--- config.mk ---
export PLATFORM = sky130hd
export DESIGN_NAME = despachador_hash_flat
export DESIGN_NICKNAME = d
export VERILOG_FILES = /design/src/rtl/despachador_hash_pkg.sv /design/src/rtl/despachador_hash_if.sv /design/src/rtl/despachador_hash_contador.sv /design/src/rtl/despachador_hash.sv /design/src/flat_wrapper.sv
export SDC_FILE = /design/constraint.sdc
export NUM_CORES = 1
export LEC_CHECK = 0
export ABC_AREA = 1
export BUFFER_PORTS_ARGS = -buffer_cell sky130_fd_sc_hd__buf_2
export CAP_MARGIN = 20
export CORE_AREA = 2 2 192 194
export CTS_CLUSTER_DIAMETER = 120
export DETAILED_ROUTE_END_ITERATION = 12
export DIE_AREA = 0 0 194 196
export PLACE_DENSITY_LB_ADDON = 0.1
export SETUP_SLACK_MARGIN = 0.3
export SLEW_MARGIN = 20
export SYNTH_ARGS = -nofsm -noshare
export SYNTH_HDL_FRONTEND = slang
export SYNTH_SLANG_ARGS = --single-unit
--- constraint.sdc ---
create_clock -name clk -period 18 [get_ports clk]
set_input_delay 3.6 -clock clk [delete_from_list [all_inputs] [get_ports clk]]
set_output_delay 3.6 -clock clk [all_outputs]
set_load 0.005 [all_outputs]
--- src/rtl/despachador_hash_pkg.sv ---
// Shared types and widths for the micro_ucr_hash job dispatcher.
// Holds the FSM encoding, the result status codes and the counter widths.
package despachador_pkg;

    localparam int DATOS_W    = 96;
    localparam int TARGET_W   = 8;
    localparam int BOUNTY_W   = 124;
    localparam int CICLOS_W   = 16;
    localparam int TIMEOUTS_W = 8;

    typedef enum logic [1:0] {
        REPOSO   = 2'b00,
        ARRANQUE = 2'b01,
        ESPERA   = 2'b10,
        ENTREGA  = 2'b11
    } estado_fsm_t;

    typedef logic [1:0] estado_res_t;

    localparam estado_res_t EST_OK      = 2'b00;
    localparam estado_res_t EST_TIMEOUT = 2'b01;

endpackage

--- src/rtl/despachador_hash_if.sv ---
// Host-side bus of the dispatcher: job intake and result return handshakes.
// The master modport is the host; the slave modport is the dispatcher.
interface despachador_hash_if;
    import despachador_pkg::*;

    logic                trabajo_valido;
    logic                trabajo_listo;
    logic [DATOS_W-1:0]  trabajo_datos;
    logic [TARGET_W-1:0] trabajo_target;

    logic                resultado_valido;
    logic                resultado_listo;
    logic [BOUNTY_W-1:0] resultado_bounty;
    estado_res_t         resultado_estado;
    logic [CICLOS_W-1:0] resultado_ciclos;

    modport master (
        output trabajo_valido, trabajo_datos, trabajo_target, resultado_listo,
        input  trabajo_listo, resultado_valido, resultado_bounty,
               resultado_estado, resultado_ciclos
    );

    modport slave (
        input  trabajo_valido, trabajo_datos, trabajo_target, resultado_listo,
        output trabajo_listo, resultado_valido, resultado_bounty,
               resultado_estado, resultado_ciclos
    );

endinterface

--- src/rtl/despachador_hash_contador.sv ---
// Saturating up-counter with synchronous clear; clear has priority over enable.
module contador_saturante #(
    parameter int ANCHO = 8
) (
    input  logic             clk,
    input  logic             reset,
    input  logic             clr,
    input  logic             en,
    output logic [ANCHO-1:0] q
);

    // NOTE: sequential state uses <= so every register samples pre-edge values.
    always_ff @(posedge clk or posedge reset) begin
        if (reset) begin
            q <= '0;
        end else if (clr) begin
            q <= '0;
        end else if (en && (q != '1)) begin
            q <= q + ANCHO'(1);
        end
    end

endmodule

--- src/rtl/despachador_hash.sv ---
// Job dispatcher for micro_ucr_hash: latches a job, strobes inicio, waits for
// terminado under a timeout guard and hands the result downstream.
module despachador_hash
    import despachador_pkg::*;
#(
    parameter int INICIO_CICLOS  = 2,
    parameter int TIMEOUT_CICLOS = 1024
) (
    input  logic                  clk,
    input  logic                  reset,
    despachador_hash_if.slave     bus,
    output logic [DATOS_W-1:0]    bloque_datos,
    output logic [TARGET_W-1:0]   target,
    output logic                  inicio,
    input  logic [BOUNTY_W-1:0]   bounty,
    input  logic                  terminado,
    output logic [TIMEOUTS_W-1:0] contador_timeouts,
    output logic                  ocupado
);

    localparam int FASE_W = (INICIO_CICLOS > 1) ? $clog2(INICIO_CICLOS) : 1;

    estado_fsm_t         estado;
    logic [FASE_W-1:0]   fase;
    logic [CICLOS_W-1:0] ciclos_q;
    logic                fin_arranque;
    logic                expira;

    assign fin_arranque = (estado == ARRANQUE) && (fase == FASE_W'(INICIO_CICLOS - 1));
    // Timeout fires on the cycle whose count would reach the limit; terminado wins a tie.
    assign expira = (estado == ESPERA) && !terminado &&
                    (ciclos_q == CICLOS_W'(TIMEOUT_CICLOS - 1));

    contador_saturante #(.ANCHO(CICLOS_W)) u_ciclos (
        .clk   (clk),
        .reset (reset),
        .clr   (fin_arranque),
        .en    (estado == ESPERA),
        .q     (ciclos_q)
    );

    contador_saturante #(.ANCHO(TIMEOUTS_W)) u_timeouts (
        .clk   (clk),
        .reset (reset),
        .clr   (1'b0),
        .en    (expira),
        .q     (contador_timeouts)
    );

    assign bus.resultado_ciclos = ciclos_q;

    always_ff @(posedge clk or posedge reset) begin
        if (reset) begin
            estado               <= REPOSO;
            fase                 <= '0;
            bloque_datos         <= '0;
            target               <= '0;
            inicio               <= 1'b0;
            ocupado              <= 1'b0;
            bus.trabajo_listo    <= 1'b0;
            bus.resultado_valido <= 1'b0;
            bus.resultado_bounty <= '0;
            bus.resultado_estado <= EST_OK;
        end else begin
            case (estado)
                REPOSO: begin
                    if (bus.trabajo_valido && bus.trabajo_listo) begin
                        bloque_datos      <= bus.trabajo_datos;
                        target            <= bus.trabajo_target;
                        fase              <= '0;
                        inicio            <= 1'b1;
                        ocupado           <= 1'b1;
                        bus.trabajo_listo <= 1'b0;
                        estado            <= ARRANQUE;
                    end else begin
                        bus.trabajo_listo <= 1'b1;
                    end
                end
                ARRANQUE: begin
                    if (fin_arranque) begin
                        inicio <= 1'b0;
                        estado <= ESPERA;
                    end else begin
                        fase <= fase + FASE_W'(1);
                    end
                end
                ESPERA: begin
                    if (terminado) begin
                        bus.resultado_bounty <= bounty;
                        bus.resultado_estado <= EST_OK;
                        bus.resultado_valido <= 1'b1;
                        estado               <= ENTREGA;
                    end else if (expira) begin
                        bus.resultado_bounty <= '0;
                        bus.resultado_estado <= EST_TIMEOUT;
                        bus.resultado_valido <= 1'b1;
                        estado               <= ENTREGA;
                    end
                end
                ENTREGA: begin
                    if (bus.resultado_listo) begin
                        bus.resultado_valido <= 1'b0;
                        bus.trabajo_listo    <= 1'b1;
                        ocupado              <= 1'b0;
                        estado               <= REPOSO;
                    end
                end
                default: estado <= REPOSO;
            endcase
        end
    end

endmodule

--- src/flat_wrapper.sv ---
// flat-port wrapper written by rule: the top's interface ports become plain ports
module despachador_hash_flat import despachador_pkg::*;
#(
    parameter int INICIO_CICLOS  = 2,
    parameter int TIMEOUT_CICLOS = 1024
)
  (clk, reset, bloque_datos, target, inicio, bounty, terminado, contador_timeouts, ocupado, bus_trabajo_valido, bus_trabajo_datos, bus_trabajo_target, bus_resultado_listo, bus_trabajo_listo, bus_resultado_valido, bus_resultado_bounty, bus_resultado_estado, bus_resultado_ciclos);
  despachador_hash_if bus_i ();
  input  logic clk;
  input  logic reset;
  output logic [DATOS_W-1:0] bloque_datos;
  output logic [TARGET_W-1:0] target;
  output logic inicio;
  input  logic [BOUNTY_W-1:0] bounty;
  input  logic terminado;
  output logic [TIMEOUTS_W-1:0] contador_timeouts;
  output logic ocupado;
  input wire logic [$bits(bus_i.trabajo_valido)-1:0] bus_trabajo_valido;
  input wire logic [$bits(bus_i.trabajo_datos)-1:0] bus_trabajo_datos;
  input wire logic [$bits(bus_i.trabajo_target)-1:0] bus_trabajo_target;
  input wire logic [$bits(bus_i.resultado_listo)-1:0] bus_resultado_listo;
  output wire logic [$bits(bus_i.trabajo_listo)-1:0] bus_trabajo_listo;
  output wire logic [$bits(bus_i.resultado_valido)-1:0] bus_resultado_valido;
  output wire logic [$bits(bus_i.resultado_bounty)-1:0] bus_resultado_bounty;
  output wire logic [$bits(bus_i.resultado_estado)-1:0] bus_resultado_estado;
  output wire logic [$bits(bus_i.resultado_ciclos)-1:0] bus_resultado_ciclos;
  assign bus_i.trabajo_valido = bus_trabajo_valido;
  assign bus_i.trabajo_datos = bus_trabajo_datos;
  assign bus_i.trabajo_target = bus_trabajo_target;
  assign bus_i.resultado_listo = bus_resultado_listo;
  assign bus_trabajo_listo = bus_i.trabajo_listo;
  assign bus_resultado_valido = bus_i.resultado_valido;
  assign bus_resultado_bounty = bus_i.resultado_bounty;
  assign bus_resultado_estado = bus_i.resultado_estado;
  assign bus_resultado_ciclos = bus_i.resultado_ciclos;
  despachador_hash #(.INICIO_CICLOS(INICIO_CICLOS), .TIMEOUT_CICLOS(TIMEOUT_CICLOS)) u_core (.clk(clk), .reset(reset), .bus(bus_i), .bloque_datos(bloque_datos), .target(target), .inicio(inicio), .bounty(bounty), .terminado(terminado), .contador_timeouts(contador_timeouts), .ocupado(ocupado));
endmodule
==> key figures <==
Outcome
  • Status: finished, final reports clean

Drt
  • DR iter-0 viols: 417
  • Via count: approximately 10000
  • Vias per Instance: 4.43
  • Routed WL per cell: roughly 16 µm
  • Wirelength, routed: approximately 36000 µm
  • Drt pass-1 iters: 4
  • DRC violations left: 0
  • Antenna Nets Post-Route: 0

Setup path
  • Most frequent CP cell: nand2_1
  • CP bufs+invs: 3
  • CP delay by family, top: buffers and inverters
  • WP depth: 6
  • CP Launch Point: terminado
  • Slowest stage delay, CP: approximately 0.80 ns
  • CP max FO: 63
  • Arr. time, crit path: ~5.8 ns
  • R2r setup slk: about 15 ns
  • Required time of the critical path: around 18 ns
  • CP max stage cell: clkinv_2
  • Startpoint types: primary input
  • Cells along the critical path: buf_2 > nand2_4 > clkinv_2 > buf_4 > nand2_1 > nand2_1
  • CP Class: primary input to register
  • Setup crit end kind: register
  • R2R depth: 7
  • FF-to-FF Start: u_core.estado[0]

Run
  • Max_cap viols: 0

Die
  • Starting Density: between 20% and 30%
  • Die Area: ~38000 µm²
  • Row count: 70
  • Io pins: roughly 490
  • Core Area: between 30000 and 40000 µm²
  • Die X: 194 µm
  • Chip height: approximately 200 µm

Timing
  • Worst hold slack: 0.462 ns
  • Final Skew: approximately 0.013 ns
  • Final Hold Viols: 0
  • FMAX: between 150 and 200 MHz
  • Worst-Margin Slew: about 1.1 ns
  • Slew HR: 26.2%
  • Minimum clock period: ~5.3 ns
  • RSZ-0062 raised after global routing: false
  • Final TNS setup: 0 ns
  • Final worst-path cycle share: between 20% and 30%
  • # setup viols final: 0
  • Max Slew Vio Count: 0

Global routing
  • Largest net degree at the start of global routing: roughly 140
  • Overall routing resource usage: 18.2%
  • GRT overflow: 0
  • First-pass GRT wire length: between 50000 and 60000 µm
  • Vias in the first global route: between 9000 and 10000
  • Initial antenna violation count: 8

Finish
  • Area growth syn-to-layout: 35.9%
  • Reg area: roughly 6500 µm²
  • Fin nets: 1943
  • Core Util, Final: roughly 40%
  • Layout cells sized above 1: around a third
  • Fin cells: 2201
  • Fillers: about 3800
  • Multi-input logic area: 3760 µm²

Clock tree
  • Clock Pin Slew Worst Setup and Hold Paths: ~0.060 ns
  • Root buffer cell: clkbuf_16
  • TritonCTS clock tree: yes
  • Total CTS buffers: 30
  • Hold_buf cts: 0
  • Max clock buf depth: 3
  • H-tree depth: 1
  • Post-cts sizing count: 0
  • Post-CTS Setup Bufs: 0
  • CTS Sinks: 260
  • Clk_lat worst skew: ~0.55 ns

Power
  • Comb power frac: between 30% and 40%
  • Clock share of power: about a quarter
  • Net Sw Frac: a little over a third
  • Pint: between 0.0015 and 0.002 W
  • Pwr dens: between 150 and 200 nW/µm²
  • Worst vdd ir: roughly 0.000087 V
  • Sequential power share: about two fifths
  • P_leak: 8.40 nW
  • Switching power: 0.000833 W

Synth
  • Syn avg cell area: approximately 8.6 µm²
  • Net Count, Synth: about 1500
  • Yosys warnings: 0
  • Post-synth EDFFs: 0
  • Count of different cell masters after synthesis: 32
  • Synthesized cell area: about 11000 µm²
  • Share of flip-flops with an asynchronous set or reset: 100%
  • Register bit total from synthesis: 260
  • Ys flop type: dfrtp_1
  • Sequential share of the synthesized area: 60.9%
  • Syn Inst Count: approximately 1200

Hold path
  • Hold Crit Depth: 2
  • Hold Crit Start: u_core.bloque_datos[37]
  • Hold Path Class: register to register

Place
  • Placed cells: 2140
  • DP Wirelength: roughly 25000 µm
  • I/O Buffers: 489
  • GP Congestion: ~0.78
==> flip-flops by register name (all words and copies together) (netlist names), 2 cells and up <==
register                     cells
u_core.u_ciclos.q               16
u_core.u_timeouts.q              8
u_core.bus.resultado_bounty    124
u_core.target                    8
u_core.bloque_datos             96
u_core.estado                    2
==> tightest hold or removal path, stage by stage, from the launching register on <==
cell and delay (ns):
dfrtp_1 0.33, nand2_1 0.05, nand2_1 0.05
==> Yosys cell counts, types with 2 or more instances <==
library cell | number | area [µm²]
a21oi_1 | 4 | 20.0
buf_1 | 7 | 26.3
buf_2 | 18 | 90.1
buf_6 | 7 | 78.8
clkbuf_1 | 32 | 120
clkinv_2 | 2 | 10.0
dfrtp_1 | 260 | 6510
ha_1 | 6 | 75.1
inv_1 | 20 | 75.1
inv_2 | 7 | 26.3
nand2_1 | 656 | 2460
nand2_2 | 4 | 25.0
nand3_1 | 145 | 726
nand4_1 | 12 | 75.1
nor2_1 | 26 | 97.6
nor2_4 | 2 | 22.5
nor3_1 | 2 | 10.0
o21ai_0 | 7 | 35.0
o21ai_1 | 2 | 10.0
o21bai_1 | 2 | 15.0
or2_2 | 2 | 12.5
xnor2_1 | 2 | 17.5
xor2_1 | 8 | 70.1
==> worst paths after layout <==
| check | endpoint |
|---|---|
| setup reg to reg | u_core.bus.resultado_bounty[35] |
| min in group asynchronous | u_core.bus.resultado_bounty[44] |
| hold / removal | u_core.bloque_datos[37] |
| max in group asynchronous | u_core.bus.resultado_bounty[108] |
| hold reg to reg | u_core.bloque_datos[37] |
| setup / recovery | u_core.bus.resultado_bounty[35] |
==> logic make-up (layout without fill, tap and decap cells) <==
group           Yosys count  in the layout  synth area share (%)
compound gates           18             18                 0.961
other cells               1              6                0.0351
fa+ha+maj                 6              6                 0.703
xor+xnor                 10             10                 0.820
buf+inv                  94            580                  4.07
flops                   260            260                  60.9
simple gates            853            853                  32.5
==> cells in the final DEF, fill, tap and decap left out, types with 3 or more instances in the layout <==
cell type,count
nand4_1,12
ha_1,6
clkbuf_8,12
a21oi_1,4
clkinv_2,7
inv_2,5
clkbuf_16,31
xor2_1,8
nor2_1,26
nor2_4,3
inv_1,19
nand2_1,655
buf_2,489
diode_2,5
buf_4,5
o21ai_0,7
clkbuf_1,8
nand2_2,4
nand3_1,145
dfrtp_1,260
==> layer usage <==
| metal | track usage, % | share of wire, % | vias up |
|---|---|---|---|
| met1 | 23.4 | 42 | 4548 |
| met3 | 5.24 | 7.7 | 50 |
| met4 | 4.60 | 2.2 | 6 |
| li1 | - | - | 4818 |
| met5 | 0 | 0.11 | - |
| met2 | 30.1 | 48 | 333 |
==> power groups by stage <==
| stage | clock network, W | logic, W | registers, W |
|---|---|---|---|
| 2_1_floorplan | 0 | 0.000370 | 0.000989 |
| 3_3_place_gp | 0 | 0.000802 | 0.000966 |
| 3_5_place_dp | 0 | 0.000811 | 0.000969 |
| 4_1_cts | 0.000641 | 0.000810 | 0.000964 |
| 5_1_grt | 0.000662 | 0.000902 | 0.000996 |
| 6_report | 0.000618 | 0.000787 | 0.000962 |
==> cell type report <==
class,instances,share of cell area [%]
diodes,5,0.0862
inverters,29,0.836
well taps,468,4.04
flip-flops and latches,260,44.8
repair buffers,495,17.3
clock inverters,5,0.371
clock buffers,51,6.69
multi-input cells,888,25.9
==> per-stage QoR <==
step	power (W)	worst slack (ns)	area, µm²
4_1_cts	0.00241	12.61	14500
2_1_floorplan	0.00136	7.24	10700
6_report	0.00237	12.67	14500
3_3_place_gp	0.00177	12.06	13500
3_5_place_dp	0.00178	12.02	13500
5_1_grt	0.00256	12.40	14500
(Power assumes the default switching activity.)
